$ cat src/rtl/uart_rx.sv
// uart_rx: 8N1 UART receiver clocked from the system clock.
// Bit timing comes from an internal counter that is cleared at every sample
// point. Each bit is sampled once, at its nominal centre.
// Optional feature: define UART_RX_PARITY_EN to insert a parity bit (8E1/8O1).
// Parameter PARITY_ODD exists only in that build.
module uart_rx #(
  parameter int CLKS_PER_BIT = 434,
  parameter int CNT_W        = 16
`ifdef UART_RX_PARITY_EN
  , parameter bit PARITY_ODD = 1'b0
`endif
) (
  input  logic       clk,
  input  logic       rst_n,
  input  logic       rx,
  output logic [7:0] data,
  output logic       valid,
  output logic       frame_err,
  output logic       parity_err,
  output logic       busy
);

  // Terminal counts: a full bit period, and half a bit for the start-bit centre.
  localparam logic [CNT_W-1:0] FULL_TC = CNT_W'(CLKS_PER_BIT - 1);
  localparam logic [CNT_W-1:0] HALF_TC = CNT_W'(CLKS_PER_BIT / 2 - 1);
  localparam logic [CNT_W-1:0] CNT_ONE = CNT_W'(1);

  typedef enum logic [2:0] {
    IDLE,
    START,
    DATA,
`ifdef UART_RX_PARITY_EN
    PARITY,
`endif
    STOP,
    BREAK
  } state_t;

  state_t           state, state_nxt;
  logic [CNT_W-1:0] cnt, cnt_nxt;
  logic [2:0]       bit_idx, idx_nxt;
  logic [7:0]       shift, shift_nxt;
  logic [7:0]       data_nxt;
  logic             valid_nxt, ferr_nxt;
  logic             rx_meta, rx_s;
  logic             tc_full;

`ifdef UART_RX_PARITY_EN
  logic par_bad, par_bad_nxt;
  logic perr_q, perr_nxt;
`endif

  // Two-flop synchronizer; both stages reset to the idle-high line level.
  always_ff @(posedge clk) begin
    if (!rst_n) begin
      rx_meta <= 1'b1;
      rx_s    <= 1'b1;
    end else begin
      rx_meta <= rx;
      rx_s    <= rx_meta;
    end
  end

  assign tc_full = (cnt == FULL_TC);

  // Next-state and datapath decode; everything defaults to hold, strobes to 0.
  always_comb begin
    state_nxt = state;
    cnt_nxt   = cnt;
    idx_nxt   = bit_idx;
    shift_nxt = shift;
    data_nxt  = data;
    valid_nxt = 1'b0;
    ferr_nxt  = 1'b0;
`ifdef UART_RX_PARITY_EN
    par_bad_nxt = par_bad;
    perr_nxt    = 1'b0;
`endif
    case (state)
      IDLE: begin
        if (!rx_s) begin
          state_nxt = START;
          cnt_nxt   = '0;
        end
      end
      START: begin
        if (cnt == HALF_TC) begin
          cnt_nxt = '0;
          if (rx_s) begin
            state_nxt = IDLE;
          end else begin
            state_nxt = DATA;
            idx_nxt   = 3'd0;
`ifdef UART_RX_PARITY_EN
            par_bad_nxt = 1'b0;
`endif
          end
        end else begin
          cnt_nxt = cnt + CNT_ONE;
        end
      end
      DATA: begin
        if (tc_full) begin
          shift_nxt[bit_idx] = rx_s;
          cnt_nxt            = '0;
          idx_nxt            = bit_idx + 3'd1;
          if (bit_idx == 3'd7) begin
`ifdef UART_RX_PARITY_EN
            state_nxt = PARITY;
`else
            state_nxt = STOP;
`endif
          end
        end else begin
          cnt_nxt = cnt + CNT_ONE;
        end
      end
`ifdef UART_RX_PARITY_EN
      PARITY: begin
        if (tc_full) begin
          par_bad_nxt = (rx_s != ((^shift) ^ PARITY_ODD));
          cnt_nxt     = '0;
          state_nxt   = STOP;
        end else begin
          cnt_nxt = cnt + CNT_ONE;
        end
      end
`endif
      STOP: begin
        if (tc_full) begin
          cnt_nxt = '0;
          if (rx_s) begin
            // Leave at mid-stop-bit so a start bit right behind it is caught.
            state_nxt = IDLE;
`ifdef UART_RX_PARITY_EN
            if (par_bad) begin
              perr_nxt = 1'b1;
            end else begin
              data_nxt  = shift;
              valid_nxt = 1'b1;
            end
`else
            data_nxt  = shift;
            valid_nxt = 1'b1;
`endif
          end else begin
            ferr_nxt  = 1'b1;
            state_nxt = BREAK;
          end
        end else begin
          cnt_nxt = cnt + CNT_ONE;
        end
      end
      BREAK: begin
        if (rx_s) state_nxt = IDLE;
      end
      default: state_nxt = IDLE;
    endcase
  end

  // State and datapath registers with synchronous active-low reset.
  always_ff @(posedge clk) begin
    if (!rst_n) begin
      state     <= IDLE;
      cnt       <= '0;
      bit_idx   <= 3'd0;
      shift     <= 8'h00;
      data      <= 8'h00;
      valid     <= 1'b0;
      frame_err <= 1'b0;
`ifdef UART_RX_PARITY_EN
      par_bad   <= 1'b0;
      perr_q    <= 1'b0;
`endif
    end else begin
      state     <= state_nxt;
      cnt       <= cnt_nxt;
      bit_idx   <= idx_nxt;
      shift     <= shift_nxt;
      data      <= data_nxt;
      valid     <= valid_nxt;
      frame_err <= ferr_nxt;
`ifdef UART_RX_PARITY_EN
      par_bad   <= par_bad_nxt;
      perr_q    <= perr_nxt;
`endif
    end
  end

`ifdef UART_RX_PARITY_EN
  assign parity_err = perr_q;
`else
  assign parity_err = 1'b0;
`endif

  assign busy = (state != IDLE);

endmodule

$ cat config.mk
export PLATFORM = sky130hd
export DESIGN_NAME = uart_rx
export DESIGN_NICKNAME = d
export VERILOG_FILES = /design/src/rtl/uart_rx.sv
export SDC_FILE = /design/constraint.sdc
export NUM_CORES = 1
export LEC_CHECK = 0
export CAP_MARGIN = 25
export CORE_MARGIN = 2
export CORE_UTILIZATION = 45
export CTS_BUF_LIST = sky130_fd_sc_hd__clkbuf_16
export CTS_CLUSTER_DIAMETER = 150
export DETAILED_ROUTE_END_ITERATION = 8
export GPL_TIMING_DRIVEN = 1
export SETUP_SLACK_MARGIN = 0.2
export SLEW_MARGIN = 20
export SYNTH_ARGS = -nofsm -noshare
export SYNTH_HDL_FRONTEND = slang
export SYNTH_SLANG_ARGS = --single-unit
$ cat constraint.sdc
create_clock -name clk -period 3.2 [get_ports clk]
set_input_delay 0.32 -clock clk [delete_from_list [all_inputs] [get_ports clk]]
set_output_delay 0.32 -clock clk [all_outputs]
set_load 0.02 [all_outputs]
==> results of run 1 <==
[cell usage in the layout (no fill, tap or decap), types with 7 or more instances in the layout]
cell and n:
nand3_1 12, clkdlybuf4s50_1 13, nor2_1 27, a21oi_1 8, nand2_1 42, mux2i_1 16
o211ai_1 7, dfxtp_1 42, nand4_1 11, o21ai_0 11
[registers in the layout, summed over array words and instances, names as in the netlist, 3 cells and up]
signal	count
cnt	16
data	8
shift	8
bit_idx	3
state	3
[through the flow]
| step | hold WS [ns] | instance area (sq um) | worst slack, ns | cells |
|---|---|---|---|---|
| floorplan | 0.3863 | 2230 | 1.457 | 270 |
| global placement | 0.3943 | 2392 | 1.015 | 336 |
| detailed placement | 0.3940 | 2392 | 0.9047 | 336 |
| CTS | 0.4097 | 2544 | 0.8632 | 344 |
| global route | 0.4368 | 2544 | 0.5933 | 344 |
| finish | 0.4061 | 2544 | 0.8412 | 344 |
[worst max path at each step]
stage                             start               endpoint  slack [ns]  depth (start not counted)
finish              cnt[0]$_SDFFE_PN0P_  shift[2]$_SDFFE_PN0P_        0.84                          6
global route        cnt[0]$_SDFFE_PN0P_  shift[2]$_SDFFE_PN0P_        0.59                          6
CTS                 cnt[0]$_SDFFE_PN0P_  shift[2]$_SDFFE_PN0P_        0.86                          6
detailed placement  cnt[0]$_SDFFE_PN0P_  shift[2]$_SDFFE_PN0P_        0.90                          6
global placement    cnt[0]$_SDFFE_PN0P_  shift[2]$_SDFFE_PN0P_        1.01                          6
floorplan           cnt[0]$_SDFFE_PN0P_  shift[2]$_SDFFE_PN0P_        1.46                          7
[final cells by class]
class	instances	area [sq um]	area share
multi-input combinational	202	1274	0.5007
sequential	42	840.8	0.3305
timing repair buffer	18	167.7	0.06591
clock buffer	5	125.1	0.04919
tap	67	83.83	0.03296
clock inverter	3	26.28	0.01033
inverter	7	26.28	0.01033
[worst reg2reg max path, stage by stage (launching register included)]
cell and delay, ns:
dfxtp_1 0.44, ha_1 0.23, nor3b_1 0.21, nand4_1 0.13, nor4_2 0.74, and4bb_2 0.37, mux2i_1 0.18
[logic make-up (layout without fill, tap and decap cells)]
group / Yosys count / in the layout / synth area share
mux: 16 / 16 / 0.07183
fa+ha+maj: 5 / 5 / 0.02806
flops: 42 / 42 / 0.3771
other cells: 1 / 1 / 0.001682
buf+inv: 26 / 33 / 0.05162
simple gates: 138 / 138 / 0.3507
compound gates: 42 / 42 / 0.1190
[synthesized netlist by cell type (3+ instances only)]
cell and n:
ha_1 5, nand4b_1 3, nand3_1 12, nor2b_1 3
and4bb_2 3, o211ai_1 7, nor4_1 3, nor2_1 27
dfxtp_1 42, inv_1 6, o22ai_1 5, buf_2 8
and3_1 3, nand4_1 11, nor3_1 5, and2_1 3
o21ai_0 11, mux2i_1 16, clkbuf_1 9, and4_1 4
a21oi_1 8, nand2b_1 3, nand2_1 42
[power by group through the flow]
stage	clock network, mW	registers, mW	logic (mW)
after floorplan	0	0.550	0.0657
after global placement	0	0.559	0.0830
after detailed placement	0	0.559	0.0832
after CTS	0.534	0.547	0.0835
after global routing	0.558	0.549	0.0935
final	0.522	0.548	0.0832
[per-layer routing]
metal,track usage,vias to the layer above
li1,-,975
met1,0.3015,872
met2,0.2517,40
met3,0.04065,2
met4,0.03571,0
met5,0,-
==> reports/qor.txt, run 1 <==
Sequential fraction of the synthesis area - 0.3771
Worst reg2reg path endpoint - shift[2]$_SDFFE_PN0P_
Final WL - 4779 microns
Syn_nets - 278
Top FF cell, synth - dfxtp_1
Average wire length per cell after detail routing - 13.89 microns
Cell depth of the worst hold path - 1
Number of port buffers - 13
Slew at the pin closest to its max-slew limit - 0.8672 ns
Total setup violations reported at the end of the flow - 0
YS warnings - 0
Depth of the most critical reg-to-reg path - 6
Average instance area after synthesis - 8.258 sq um
Number of buffers on the longest clock path - 2
Max IR drop VDD - 0.3123 mV
Number of synthesized flops with an enable pin - 0
Max-slew violations - 0
WL met1 - 2656 microns
Setup total negative slack - 0 ns
Power per Cell Area - 453.3 mW/mm^2
Total DRC errors in the routed layout - 0
Post-route minimum period - 2.359 ns
Highest metal layer used by the detailed router - met4
Worst-path clk slew - 0.07 ns
Kind of end point of the critical path - flop
Sequential power share - 0.475
Die width - 74.39 microns
Maximum number of pins on one net before global-route repair - 20
Area enclosed by the die boundary - 0.005534 sq mm
Reg-to-Reg Start - cnt[0]$_SDFFE_PN0P_
Total buffers and inverters traversed by the critical path - 0
Share of cells above drive strength 1 - 0.08664
Total clock buffers created by CTS - 5
Worst min-delay path startpoint - rx_meta$_SDFF_PN1_
Hold Path End - rx_s$_SDFF_PN1_
Cell family with the largest share of critical-path delay - simple AND/OR/NAND/NOR gates
Async S/R FF share, synth - 0
Fmax - 0.4239 GHz
Initial antenna violation count - 0
Initial Utilization - 0.4689
Clock tree root buffer cell - clkbuf_16
Wire length of the first global-routing pass - 8079 microns
First DRT Iteration DRCs - 135
Post-Route Skew - 0.008322 ns
Number of nets still failing antenna checks after routing - 0
Vertical die dimension - 74.39 microns
Total power - 1.153 mW
Vias in the first global route - 1633
Top cells by area in the synthesized netlist - dfxtp_1, mux2i_1, nand2_1
Type of element launching the critical path - flop
Reg-to-reg setup timing slack - 0.84 ns
DR pass1 iterations - 4
Met2 wire length - 1903 microns
Number of vias after detailed routing - 1889
Post-CTS setup-driven buffer insertion count - 0
Standard cell with the maximum stage delay on the critical path - nor4_2
Met3 WL - 200 microns
Clock Latency Late Sink - 0.29 ns
Proportion of netlist area held by the largest area contributor - 0.3771
Switching share of total power - 0.2534
Vias/cell - 5.491
Leak Pwr - 1.019 nW
Cell type with the highest aggregate area in the netlist - dfxtp_1
Max capacitance violation total - 0
Post-synthesis cell type count - 45
Run status - finished clean
Cell area after synthesis - 0.002230 sq mm
Hold-fix buffers, CTS - 0
Logic pwr share - 0.072
Diodes inserted - 0
Worst-path fanout max - 11
Gate count after technology mapping - 270
CTS tree - done
Global-route congestion overflow total - 0
Clk network pwr share - 0.453
Unrepaired setup endpoints after global routing - false
Total of flip-flops plus latches after synthesis - 42
Share of the core filled with cells - 0.5350
Number of H-tree branching levels - 2
Kind of critical path - reg -> reg
TritonCTS Sinks - 42
Int Pwr - 0.8608 mW
Worst slew margin relative to its limit - 0.4170
# IOs - 15
Total global routing track utilization - 0.1868
Critical path arrival - 2.57 ns
Fill cell instance count of the final layout - 448
Cell breakdown of the critical path - ha_1 -> nor3b_1 -> nand4_1 -> nor4_2 -> and4bb_2 -> mux2i_1
NetSw - 0.2921 mW
Floorplan row count - 25
Gp weighted congestion - 0.8212
CP required - 3.41 ns
Count of nets after finishing - 284
Post-cts repair resize count - 0
Worst hold path type - reg -> reg
Max stage delay on crit path - 0.74 ns
Detailed-placement wirelength estimate - 3220 microns
Area of the core - 0.004755 sq mm
Layout overhead on the synthesized area - 14.09%
Hold violation count in the final report - 0
Period utilization - 0.7371
No activity file was read; power rests on OpenSTA's default activity.
==> run 2: changes to the inputs <==
- clock period: 3.2 -> 2.2 ns (I/O delays scaled with it)
==> run 2 against run 1 <==
Against the previous run:
- hold slack better by 0.0047 ns
- sequential power is 46% higher
- critical endpoint is now busy
- count of clock-buffer cells in the layout unchanged
- first-iteration DRC count rose by 39%
==> reports/qor.txt, run 2 (synthesized netlist as in run 1, its figures left out) <==
Hold Path End - rx_s$_SDFF_PN1_
Power per Cell Area - 638.9 mW/mm^2 (+41%)
Unrepaired setup endpoints after global routing - true
Max capacitance violation total - 0 (unchanged)
Floorplan row count - 25 (unchanged)
Die width - 74.39 microns (unchanged)
Critical path arrival - 1.66 ns (-0.91 ns)
CP required - 1.98 ns (-1.43 ns)
Fill cell instance count of the final layout - 458 (+2.2%)
Type of element launching the critical path - flop
Reg-to-Reg Start - cnt[1]$_SDFFE_PN0P_
First DRT Iteration DRCs - 187 (+39%)
Depth of the most critical reg-to-reg path - 7 (+1)
Share of the core filled with cells - 0.5497 (+0.01474)
Number of vias after detailed routing - 1920 (+1.6%)
Max reg flops - 16 (unchanged)
Area of the core - 0.004755 sq mm (unchanged)
Clock tree root buffer cell - clkbuf_16
Number of port buffers - 13 (unchanged)
Total clock buffers created by CTS - 5 (unchanged)
Kind of critical path - reg -> out
Period utilization - 0.8542
DR pass1 iterations - 4 (unchanged)
Reg-to-reg setup timing slack - 0.34 ns (-0.50 ns)
Worst Setup Slack, final - 0.3208 ns (-0.5204 ns)
Number of buffers on the longest clock path - 2 (unchanged)
Vias in the first global route - 1748 (+7.0%)
Final WL - 4833 microns (+1.1%)
Average wire length per cell after detail routing - 13.81 microns (-0.60%)
Number of nets still failing antenna checks after routing - 0 (unchanged)
Area enclosed by the die boundary - 0.005534 sq mm (unchanged)
Initial antenna violation count - 0 (unchanged)
Number of H-tree branching levels - 2 (unchanged)
Max IR drop VDD - 0.3369 mV (+7.9%)
Layout overhead on the synthesized area - 17.23%
Total DRC errors in the routed layout - 0 (unchanged)
Setup total negative slack - 0 ns (unchanged)
Worst reg2reg path endpoint - state[0]$_SDFFE_PN0P_
CTS tree - done
Total setup violations reported at the end of the flow - 0 (unchanged)
Leak Pwr - 1.050 nW (+3.1%)
Diodes inserted - 0 (unchanged)
Worst-path fanout max - 8 (-3)
Maximum number of pins on one net before global-route repair - 19 (-5.0%)
Area used by multi-input combinational logic - 0.001292 sq mm (+1.5%)
Global-route congestion overflow total - 0 (unchanged)
Worst hold path type - reg -> reg
Clock Latency Late Sink - 0.29 ns (about the same)
Run status - finished clean
Kind of end point of the critical path - primary output
Vias/cell - 5.486 (-0.10%)
Detailed-placement wirelength estimate - 3400 microns (+5.6%)
Post-route minimum period - 1.879 ns
Fmax - 0.5321 GHz
Post-Route Skew - 0.005998 ns (-0.002323 ns)
Count of nets after finishing - 290 (+2.1%)
Most common library cell in the layout ignoring fill and taps - nand2_1
Share of cells above drive strength 1 - 0.1272 (+0.04057)
Gp weighted congestion - 0.8262 (+0.61%)
Max-slew violations - 0 (unchanged)
Highest-count cells in the layout ignoring fill and taps - nand2_1, dfxtp_1, nor2_1, mux2i_1, clkdlybuf4s50_1
TritonCTS Sinks - 42 (unchanged)
Vertical die dimension - 74.39 microns (unchanged)
Largest register by flop count - cnt
Initial Utilization - 0.4689 (unchanged)
Wire length of the first global-routing pass - 8459 microns (+4.7%)
Cell depth of the worst hold path - 1 (unchanged)
Hold violation count in the final report - 0 (unchanged)
# IOs - 15 (unchanged)
Sequential Area - 844.6 sq um (+0.45%)
Registers with the most flip-flops - cnt x16, data x8, shift x8
Total global routing track utilization - 0.2017 (+0.01490)
Worst min-delay path startpoint - rx_meta$_SDFF_PN1_
Total power - 1.670 mW (+45%)
Worst-path clk slew - 0.06 ns (about the same)
Pre-CTS setup slack - 0.2256 ns (-0.6791 ns)
run 2: layout make-up:
type,instances,area share
inverter,7,0.01005
timing repair buffer,24,0.08281
clock inverter,3,0.009574
tap,67,0.03207
multi-input combinational,202,0.4945
clock buffer,5,0.04787
sequential,42,0.3231
run 2: critical path: stages, from the launching register on:
cell,delay [ns]
dfxtp_1,0.48
inv_1,0.20
nand2_1,0.09
clkdlybuf4s50_1,0.60
run 2: timing repair:
| item | in CTS | in global routing |
|---|---|---|
| setup endpoints to repair | 0 | 15 |
| gates resized for setup | 0 | 8 |
| setup buffers | 0 | 1 |
| hold buffers | 0 | 0 |
run 2: how the worst max path moves through the flow:
stage,from,end,slack (ns),depth (start not counted)
after detailed placement,rst_n,cnt[9]$_SDFFE_PN0P_,0.23,6
final,state[1]$_SDFFE_PN0P_,busy,0.32,3
after floorplan,cnt[0]$_SDFFE_PN0P_,shift[2]$_SDFFE_PN0P_,0.46,7
after global routing,cnt[15]$_SDFFE_PN0P_,shift[4]$_SDFFE_PN0P_,0.19,6
after CTS,cnt[0]$_SDFFE_PN0P_,state[0]$_SDFFE_PN0P_,0.26,6
after global placement,rst_n,cnt[9]$_SDFFE_PN0P_,0.26,6
run 2: power by group:
group / leakage (nW) / switching [mW] / internal, mW
registers: 0.341 / 0.0241 / 0.774
clock network: 0.0704 / 0.318 / 0.426
logic: 0.639 / 0.0759 / 0.0526
total: 1.05 / 0.418 / 1.25
run 2: metal layers:
metal  up-vias  GRT usage  part of all wire
met5         -          0                 0
met4         0    0.05556             0.016
met3         9    0.06775             0.056
met2        44     0.2655              0.40
met1       877     0.3092              0.53
li1        990          -                 -
run 2: through the flow:
stage          hold slack [ns]  std cells  area (sq um)
2_1_floorplan           0.3215        270          2230
3_3_place_gp            0.3896        341          2430
3_5_place_dp            0.3961        341          2430
4_1_cts                 0.4159        349          2580
5_1_grt                 0.4271        350          2614
6_report                0.4108        350          2614
==> run 3: changes to the inputs <==
--- a/config.mk
+++ b/config.mk
@@ -7,3 +7,3 @@
 export LEC_CHECK = 0
-export CAP_MARGIN = 25
+export CAP_MARGIN = 20
 export CORE_MARGIN = 2
--- a/constraint.sdc
+++ b/constraint.sdc
@@ -3,2 +3,2 @@
 set_output_delay 0.22 -clock clk [all_outputs]
-set_load 0.02 [all_outputs]
+set_load 0.005 [all_outputs]
==> run 3 against run 2 <==
Against the previous run:
- via count about the same
- count of clock-buffer cells in the layout unchanged
- maximum frequency up 0.32%
- clock skew about the same
==> reports/qor.txt, run 3 (synthesized netlist as in run 1, its figures left out) <==
Average wire length per cell after detail routing - 13.85 microns (+0.33%)
Total global routing track utilization - 0.2017 (unchanged)
Fmax - 0.5338 GHz (+0.32%)
Maximum number of pins on one net before global-route repair - 19 (unchanged)
Kind of critical path - reg -> reg
Vertical die dimension - 74.39 microns (unchanged)
Total clock buffers created by CTS - 5 (unchanged)
Share of the core filled with cells - 0.5537 (+0.003947)
Share of cells above drive strength 1 - 0.1268 (-0.0004479)
Hold violation count in the final report - 0 (unchanged)
Leak Pwr - 1.054 nW (+0.31%)
Total DRC errors in the routed layout - 0 (unchanged)
Run status - finished clean
Area of the core - 0.004755 sq mm (unchanged)
Final WL - 4863 microns (+0.62%)
Type of element launching the critical path - flop
Number of port buffers - 13 (unchanged)
Max capacitance violation total - 0 (unchanged)
Max IR drop VDD - 0.3370 mV (about the same)
Unrepaired setup endpoints after global routing - true
Worst-path clk slew - 0.06 ns (about the same)
Max reg flops - 16 (unchanged)
Floorplan row count - 25 (unchanged)
Wire length of the first global-routing pass - 8459 microns (unchanged)
Gp weighted congestion - 0.8262 (unchanged)
Vias in the first global route - 1748 (unchanged)
Registers with the most flip-flops - cnt x16, data x8, shift x8
Area enclosed by the die boundary - 0.005534 sq mm (unchanged)
Power per Cell Area - 633.2 mW/mm^2 (-0.89%)
Die width - 74.39 microns (unchanged)
Worst Setup Slack, final - 0.3268 ns (+0.005939 ns)
Number of H-tree branching levels - 2 (unchanged)
Kind of end point of the critical path - flop
Worst hold path type - reg -> reg
Number of nets still failing antenna checks after routing - 0 (unchanged)
Number of buffers on the longest clock path - 2 (unchanged)
Post-route minimum period - 1.873 ns (-0.005939 ns)
Highest-count cells in the layout ignoring fill and taps - nand2_1, dfxtp_1, nor2_1, mux2i_1, clkdlybuf4s50_1
Diodes inserted - 0 (unchanged)
Number of vias after detailed routing - 1921 (+0.052%)
Detailed-placement wirelength estimate - 3400 microns (unchanged)
Count of nets after finishing - 291 (+0.34%)
Post-Route Skew - 0.006302 ns (+0.0003037 ns)
Initial Utilization - 0.4689 (unchanged)
Vias/cell - 5.473 (-0.23%)
# IOs - 15 (unchanged)
Most common library cell in the layout ignoring fill and taps - nand2_1
Layout overhead on the synthesized area - 18.07%
Clock tree root buffer cell - clkbuf_16
Max-slew violations - 0 (unchanged)
Total power - 1.667 mW (-0.18%)
Pre-CTS setup slack - 0.2256 ns (unchanged)
Worst-path fanout max - 5 (-3)
First DRT Iteration DRCs - 142 (-24%)
CP required - 2.41 ns (+0.43 ns)
Global-route congestion overflow total - 0 (unchanged)
Initial antenna violation count - 0 (unchanged)
Setup total negative slack - 0 ns (unchanged)
Clock Latency Late Sink - 0.29 ns (about the same)
Largest register by flop count - cnt
CTS tree - done
DR pass1 iterations - 4 (unchanged)
Period utilization - 0.8515 (-0.002700)
Total setup violations reported at the end of the flow - 0 (unchanged)
Critical path arrival - 2.09 ns (+0.43 ns)
TritonCTS Sinks - 42 (unchanged)
## run 3: final cells by class
type,count,area (sq um)
fill,458,2122
clock buffer,5,125.1
clock inverter,3,25.02
timing repair buffer,25,227.7
multi-input combinational,202,1301
inverter,7,26.28
sequential,42,843.3
tap,67,83.83
## run 3: stage by stage
| stage | hold WS [ns] | instances | cell area [sq um] |
|---|---|---|---|
| floorplan | 0.3215 | 270 | 2230 |
| global placement | 0.3896 | 341 | 2430 |
| detailed placement | 0.3961 | 341 | 2430 |
| CTS | 0.4159 | 349 | 2580 |
| global route | 0.4271 | 351 | 2633 |
| finish | 0.4112 | 351 | 2633 |
## run 3: power by group
part,switching (mW),internal [mW],total [mW]
sequential,0.0246,0.774,0.798
combinational,0.0724,0.0526,0.125
clock,0.318,0.426,0.744
## run 3: critical path, cell delays in order (launching register included)
cell	delay, ns
dfxtp_1	0.34
inv_1	0.08
ha_1	0.18
nor4b_4	0.19
and4_4	0.29
nor3_2	0.08
or4_4	0.50
a21oi_2	0.14
## run 3: timing repair
action | 4_1_cts | 5_1_grt
endpoints found under the hold margin | 0 | 0
gates resized for setup | 0 | 8
setup endpoints to repair | 0 | 14
hold buffers | 0 | 0
setup buffers | 0 | 1
## run 3: final timing paths
check	startpoint	end	slack [ns]	cells after the start
max	cnt[1]$_SDFFE_PN0P_	state[0]$_SDFFE_PN0P_	0.33	7
max reg2reg	cnt[1]$_SDFFE_PN0P_	state[0]$_SDFFE_PN0P_	0.33	7
min	rx_meta$_SDFF_PN1_	rx_s$_SDFF_PN1_	0.41	1
min reg2reg	rx_meta$_SDFF_PN1_	rx_s$_SDFF_PN1_	0.41	1
## run 3: metal layers
metal,vias up,part of all wire,track usage
met3,8,0.045,0.06775
met2,36,0.40,0.2655
li1,993,-,-
met5,-,0,0
met1,884,0.54,0.3092
met4,0,0.015,0.05556
